===== config.mk =====
export PLATFORM = sky130hd
export DESIGN_NAME = ps2_host_tx
export DESIGN_NICKNAME = d
export VERILOG_FILES = /design/src/rtl/ps2_host_tx.sv
export SDC_FILE = /design/constraint.sdc
export NUM_CORES = 1
export LEC_CHECK = 0
export ABC_AREA = 1
export ABC_CLOCK_PERIOD_IN_PS = 5900
export CORE_AREA = 2 2 92 94
export CTS_CLUSTER_DIAMETER = 120
export DETAILED_ROUTE_END_ITERATION = 12
export DIE_AREA = 0 0 94 96
export PLACE_DENSITY = 0.64
export SLEW_MARGIN = 20
export SYNTH_ARGS = -nofsm -noshare
export SYNTH_HDL_FRONTEND = slang
export SYNTH_SLANG_ARGS = --single-unit

===== constraint.sdc =====
create_clock -name clk -period 5.9 [get_ports clk]
set_input_delay 0.59 -clock clk [delete_from_list [all_inputs] [get_ports clk]]
set_output_delay 0.59 -clock clk [all_outputs]
set_load 0.005 [all_outputs]

===== src/rtl/ps2_host_tx.sv =====
// PS/2 host-to-device transmitter: inhibits the bus, then shifts one byte out on the
// keyboard-generated clock and checks the device ACK.
module ps2_host_tx #(
  parameter int INHIBIT_CYCLES = 5000,
  parameter int TIMEOUT_CYCLES = 750000
) (
  input  logic       clk,
  input  logic       rst,
  input  logic [7:0] tx_data,
  input  logic       tx_valid,
  output logic       tx_ready,
  input  logic       kclk_in,
  input  logic       kdata_in,
  output logic       kclk_oe,
  output logic       kdata_oe,
  output logic       busy,
  output logic       done,
  output logic       ack_err,
  output logic       timeout_err
);
  localparam int IW = $clog2(INHIBIT_CYCLES + 1);
  localparam int TW = $clog2(TIMEOUT_CYCLES + 1);
  localparam logic [IW-1:0] INH_LAST = IW'(INHIBIT_CYCLES - 1);
  localparam logic [TW-1:0] TO_LAST  = TW'(TIMEOUT_CYCLES - 1);

  typedef enum logic [2:0] {S_IDLE, S_INHIBIT, S_REQ, S_SEND, S_ACK, S_WAIT} state_e;

  state_e        state_q, state_d;
  logic [IW-1:0] inh_q, inh_d;
  logic [TW-1:0] to_q, to_d;
  logic [3:0]    n_q, n_d, nm1;
  logic [7:0]    data_q, data_d;
  logic          par_q, par_d;
  logic          kdo_q, kdo_d;
  logic          aerr_q, aerr_d;
  logic          done_q, done_d, ack_err_q, ack_err_d, to_err_q, to_err_d;
  logic [2:0]    kc_q, kd_q;
  logic          fall;

  // Sync chain resets high (idle bus) so release from reset cannot look like a fall.
  always_ff @(posedge clk) begin
    if (!rst) begin
      kc_q <= 3'b111;
      kd_q <= 3'b111;
    end else begin
      kc_q <= {kc_q[1:0], kclk_in};
      kd_q <= {kd_q[1:0], kdata_in};
    end
  end

  assign fall = !kc_q[1] && kc_q[2];

  always_ff @(posedge clk) begin
    if (!rst) begin
      state_q   <= S_IDLE;
      inh_q     <= '0;
      to_q      <= '0;
      n_q       <= '0;
      data_q    <= '0;
      par_q     <= 1'b0;
      kdo_q     <= 1'b0;
      aerr_q    <= 1'b0;
      done_q    <= 1'b0;
      ack_err_q <= 1'b0;
      to_err_q  <= 1'b0;
    end else begin
      state_q   <= state_d;
      inh_q     <= inh_d;
      to_q      <= to_d;
      n_q       <= n_d;
      data_q    <= data_d;
      par_q     <= par_d;
      kdo_q     <= kdo_d;
      aerr_q    <= aerr_d;
      done_q    <= done_d;
      ack_err_q <= ack_err_d;
      to_err_q  <= to_err_d;
    end
  end

  always_comb begin
    state_d   = state_q;
    inh_d     = inh_q;
    to_d      = to_q;
    n_d       = n_q;
    nm1       = 4'd0;
    data_d    = data_q;
    par_d     = par_q;
    kdo_d     = kdo_q;
    aerr_d    = aerr_q;
    done_d    = 1'b0;
    ack_err_d = 1'b0;
    to_err_d  = 1'b0;
    case (state_q)
      S_IDLE: begin
        kdo_d = 1'b0;
        inh_d = '0;
        to_d  = '0;
        n_d   = '0;
        if (tx_valid) begin
          data_d  = tx_data;
          par_d   = ~^tx_data;
          aerr_d  = 1'b0;
          kdo_d   = (INHIBIT_CYCLES == 1);
          state_d = S_INHIBIT;
        end
      end
      S_INHIBIT: begin
        if (inh_q == INH_LAST) begin
          state_d = S_REQ;
          to_d    = '0;
          n_d     = '0;
          kdo_d   = 1'b1;
        end else begin
          inh_d = inh_q + 1'b1;
          if (inh_d == INH_LAST) kdo_d = 1'b1;
        end
      end
      default: begin
        // Timeout has priority over any edge seen in the same cycle.
        if (to_q == TO_LAST) begin
          state_d  = S_IDLE;
          kdo_d    = 1'b0;
          to_err_d = 1'b1;
        end else begin
          to_d = to_q + 1'b1;
          if (state_q == S_WAIT) begin
            if (kc_q[1] && kd_q[1]) begin
              state_d = S_IDLE;
              done_d  = !aerr_q;
            end
          end else if (fall) begin
            n_d = (n_q == 4'd11) ? n_q : n_q + 4'd1;
            if (state_q == S_ACK) begin
              state_d = S_WAIT;
              kdo_d   = 1'b0;
              if (kd_q[1]) begin
                ack_err_d = 1'b1;
                aerr_d    = 1'b1;
              end
            end else begin
              state_d = (n_d == 4'd10) ? S_ACK : S_SEND;
              nm1     = n_d - 4'd1;
              if (n_d >= 4'd1 && n_d <= 4'd8) kdo_d = ~data_q[nm1[2:0]];
              else if (n_d == 4'd9)          kdo_d = ~par_q;
              else                           kdo_d = 1'b0;
            end
          end
        end
      end
    endcase
  end

  assign tx_ready    = (state_q == S_IDLE);
  assign busy        = !tx_ready;
  assign kclk_oe     = (state_q == S_INHIBIT);
  assign kdata_oe    = kdo_q;
  assign done        = done_q;
  assign ack_err     = ack_err_q;
  assign timeout_err = to_err_q;
endmodule


# After elaboration in Yosys (flattened, before gate mapping)
# Cells that the tools add are included.
[classes]
div_mod_pow = 0
multipliers = 0
order_cmp = 3
shifts = 0
bitwise = 8
n_reduce_logical = 25
addsub = 4
n_eq_ne = 19
mux = 40
[ops]
columns = ["cell", "n"]
rows = [
  ["$mux W20", 2],
  ["$pmux W20 S2", 1],
  ["$eq A13 B13 Y1 const B", 2],
  ["$pmux W13 S2", 1],
  ["$mux W3", 8],
  ["$add A20 B1 Y20 const B", 1],
  ["$eq A20 B20 Y1 const B", 1],
  ["$mux W4", 5],
  ["$mux W1", 17],
  ["$add A13 B1 Y13 const B", 1],
  ["$mux W13", 1],
  ["$eq A4 B4 Y1 const B", 3],
  ["$ne A2 B2 Y1 const B", 4],
  ["$not A1 Y1", 8],
  ["$pmux W4 S2", 1],
  ["$reduce_and A4 Y1", 2],
  ["$reduce_bool A2 Y1", 4],
  ["$reduce_xnor A8 Y1", 1],
  ["$reduce_and A7 Y1", 1],
  ["$reduce_or A7 Y1", 1],
  ["$eq A3 B3 Y1 const B", 2],
  ["$ne A3 B3 Y1 const B", 2],
  ["$pmux W3 S2", 1],
  ["$reduce_and A2 Y1", 3],
  ["other kinds (21)", 26],
]
[word_totals]
romBits = 0
inputBits = 13
ram_bits = 0
out_inout_bits = 7
register_bits = 59
mem_count = 0
latchBits = 0
wordCells = 112

# Depth between registers and ports, before layout
[logic_depth]
depth_word = 12
depth_mapped = 16
mapped_depth_nobuf = 16

# Worst setup path before layout
# Ideal clock, no wire load.
[synth_path]
path_kind = "reg2reg"
startpoint = "register n_q[0]"
endpoint = "register kdo_q (netlist: kdata_oe)"
arrival_time_ns = 1.854
stages_incl_launch_ff = 14
t_required_ns = 5.836
slack_ns = 3.982
path_buffers = 0
synth_period_minus_slack_ns = 1.918
cell_sequence = "dfxtp_1 ha_1 nand3_1 nand2_1 nand2_1 ha_1 or2_2 nand2_1 nand3_1 nand3_1 nand2_1 nand2_1 nand2_1 nor2_1"
[synth_via]
elab_chain_len = 12
elab_cells_between_ends = 18
classes_between = "add/sub (2); order compare (2); eq/ne (2); mux (10); bitwise (1); reduce/logical (1)"
[synth_lines]
columns = ["item", "line_no", "rtl"]
rows = [
  ["start, declared", "31", "logic [3:0] n_q, n_d, nm1;"],
  ["start signal, assigned", "70", "n_q <= n_d;"],
  ["$add A4 B1 Y4 / $eq A4 B4 Y1 (equally long branches)", "133", "n_d = (n_q == 4'd11) ? n_q : n_q + 4'd1;"],
  ["$mux W4 *", "133", ""],
  ["$sub A3 B1 Y3", "143", "nm1 = n_d - 4'd1;"],
  ["$bmux W1 S3", "144", "if (n_d >= 4'd1 && n_d <= 4'd8) kdo_d = ~data_q[nm1[2:0]];"],
  ["$mux W1 (implied by the code)", "144", ""],
  ["$not A1 Y1", "144", ""],
  ["$mux W1 *", "144", ""],
  ["$mux W1 *", "134", "if (state_q == S_ACK) begin"],
  ["$mux W1 *", "132", "end else if (fall) begin"],
  ["$mux W1 *", "127", "if (state_q == S_WAIT) begin"],
  ["$mux W1 *", "121", "if (to_q == TO_LAST) begin"],
  ["$pmux W1 S2 *", "94", "case (state_q)"],
  ["end signal, assigned", "73", "kdo_q <= kdo_d;"],
  ["end, declared", "34", "logic kdo_q, kdo_d;"],
]
# Every way passes the cells marked *; elsewhere a longest branch is shown, timed or not. The select of a mux whose other input is x is not followed.
# A chain may end at the register's enable or synchronous reset.

# Final worst setup path
[layout_path]
startpoint = "register state_q[0]"
endpoint = "output kclk_oe"
[layout_via]
elab_chain_len = 1
[layout_lines]
columns = ["item", "line_no", "rtl"]
rows = [
  ["start, declared", "28", "state_e state_q, state_d;"],
  ["start signal, assigned", "67", "state_q <= state_d;"],
  ["$eq A3 B1 Y1", "156", "assign kclk_oe = (state_q == S_INHIBIT);"],
  ["end, declared", "14", "output logic kclk_oe,"],
]
# Every way passes these cells.

==> reports/results.tsv <==
metric	value	unit
ctsResizeCount	0	
critPathBufInv	2	
maxSlewHeadroom	29.1	%
p_total	1.54	mW
grt_overflow	0	
setup_viol	0	
ys_seq_area_share	33.5	%
ys_seq_elements	59	
r2r-end	kdata_oe	
dieArea	9020	um^2
rows	33	
antenna_cells	0	
crit_slowest_cell	clkdlybuf4s50_1	
internal_power	894	uW
drc	0	
crit_type	flip-flop to output port	
root_buffer	clkbuf_8	
die_h	96	um
finalCritPeriodShare	39.7	%
initial_core_util	43.8	%
cts_tree	built	
drtIter0Drc	208	
syn_inst	542	
clk_pin_slew	80	ps
crit_chain	nand3_2, inv_2, clkdlybuf4s50_1	
vias	3468	
grt_pass1_vias	3147	
grt_start_max_net_pins	34	
yosysTopAreaCell	dfxtp_1	
multiInputGateArea	1990	um^2
fp.dieW	94	um
power_frac_seq	31.9	%
nFillCells	841	
cp_top_family	buffers and inverters	
timing.rr.start	n_q[0]	
finalHoldViolCount	0	
fin_crit	2340	ps
p_per_area	386	nW/um^2
antenna_found_initial	0	
cts_setup_buffers	0	
synth_warnings	0	
synth_cell_types	38	
nNetsFinal	578	
critPathCapture	kclk_oe	
drt.antenna.violating_nets	0	
hold_buffers	0	
reg2reg_slack	3650	ps
avgSynthCellArea	6.51	um^2
synth.area.top_cells	dfxtp_1 33%, nand2_1 14%, nand3_1 8.1%, inv_1 6.7%, a21oi_1 6.2%	
startpoint_type	flip-flop	
post_drt_wl_per_cell	12.7	um
comb_power_share	41.4	%
grt_pass1_wl	14.2	mm
cts_buffers	9	
synth.top_cell.area_share	33.5	%
gp_congestion	0.878	
h-tree-depth	3	
seq_area	1180	um^2
dr.pass1.iters	5	
place_area	3770	um^2
p_switching	647	uW
dp_cells	652	
core_region_area	8050	um^2
cp_slowest_stage_delay	550	ps
portBuffers	19	
reg2reg_depth	13	
worstSetupStartpoint	state_q[0]	
sw_frac_of_total	42.0	%
worstSetupEndpointType	output port	
syn_to_final_growth	13.1	%
dp_hpwl	6.22	mm
final_cell_mix	128 x nand2_1, 63 x inv_1, 59 x dfxtp_1	
cp.required	5310	ps
drive_above_1_share	9.41	%
status	complete, no violations	
clk_path_buf_depth	2	
peakVddDrop	0.235	mV
tns	0	ps
vias_per_cell	5.19	
netlist_area	3530	um^2
critPathMaxFanout	12	
ys.flop_type	dfxtp_1	
clock_latency	350	ps
finalClockSkew	13.5	ps
p_leak	1.59	nW
layout_commonest_cell	nand2_1	
synth_edf_count	0	
async_reset_ff_share	0	%
rsz0062_at_grt	no	
fin_cells	668	
cp.arrival	1750	ps
worst_pin_slew	1060	ps
finalWirelength	8.49	mm
grt_usage	19.8	%
path_depth	3	
power.share.clock	26.7	%
drv_slew	0	
maxCapViolations	0	
hp-class	flip-flop to flip-flop	
timing.fmax	427	MHz
synthesis.nets	562	
cts.sinks	59	
final_area	3990	um^2
ios	20	
[cell families (layout without fill, tap and decap cells)]
logic type | count (synthesis) | count (layout) | share of synthesized area, %
xor+xnor | 12 | 12 | 2.98
fa+ha+maj | 7 | 7 | 2.48
flops | 59 | 59 | 33.5
simple gates | 295 | 295 | 38.7
compound gates | 81 | 81 | 12.3
buf+inv | 88 | 109 | 10.1
[sequential cells by signal, summed over array words and instances (netlist names)]
register,count
par_q,1
to_q,20
aerr_q,1
ack_err,1
done,1
kdata_oe,1
kc_q,3
data_q,8
kd_q,2
timeout_err,1
state_q,3
n_q,4
inh_q,13
[layer usage]
layer | routed length, um | GRT usage, % | vias to the layer above | part of all wire [%]
met5 | 0 | 0 | - | 0
met4 | 251 | 10.4 | 0 | 3.0
met3 | 397 | 4.15 | 21 | 4.7
met2 | 3970 | 32.8 | 85 | 47
met1 | 3870 | 24.4 | 1559 | 46
li1 | - | - | 1803 | -
[power by group through the flow]
stage          Clock (mW)  Combinational (mW)  Sequential (mW)
2_1_floorplan           0               0.489            0.489
3_5_place_dp            0               0.637            0.499
4_1_cts             0.420               0.640            0.490
5_1_grt             0.435               0.724            0.497
6_report            0.412               0.637            0.491
3_3_place_gp            0               0.630            0.498
[worst min-delay path by stage]
stage | start | end | slack [ps] | cells past startpoint
after floorplan | kc_q[0] | kc_q[1] | 390 | 1
after global placement | kc_q[0] | kc_q[1] | 400 | 1
after detailed placement | kc_q[0] | kc_q[1] | 400 | 1
after CTS | kc_q[0] | kc_q[1] | 420 | 1
after global routing | kc_q[0] | kc_q[1] | 440 | 1
final | kc_q[0] | kc_q[1] | 420 | 1
[cells in the mapped netlist (2+ instances only)]
cell / count
dfxtp_1: 59
buf_2: 4
ha_1: 7
nand3_2: 2
xor2_1: 5
a21oi_1: 44
nand2_2: 7
nand2_1: 128
nor2_2: 6
a211oi_1: 2
nor2_1: 46
nand3_1: 57
nand4_1: 17
o21ai_1: 5
nor4_1: 2
nor3_1: 16
or2_2: 7
nand2_4: 2
o21ai_0: 23
buf_6: 2
inv_1: 63
clkbuf_1: 6
inv_2: 10
xnor2_1: 7
o211a_1: 2
[through the flow]
| stage | worst slack, ps | hold slack (ps) | utilization, % |
|---|---|---|---|
| CTS | 3550 | 419 | 49.5 |
| floorplan | 3980 | 393 | - |
| global placement | 3300 | 396 | 46.8 |
| finish | 3560 | 415 | 49.5 |
| detailed placement | 3200 | 400 | 46.8 |
| global route | 3380 | 437 | 49.5 |
[area by class of cell]
cell class              instances  share of cell area [%]
well taps                     105                    3.30
multi-input cells             395                    49.9
clock buffers                   9                    3.11
clock inverters                 7                    2.32
inverters                      74                    6.97
flip-flops and latches         59                    29.6
repair buffers                 19                    4.77
No activity file was read; power rests on OpenSTA's default activity.
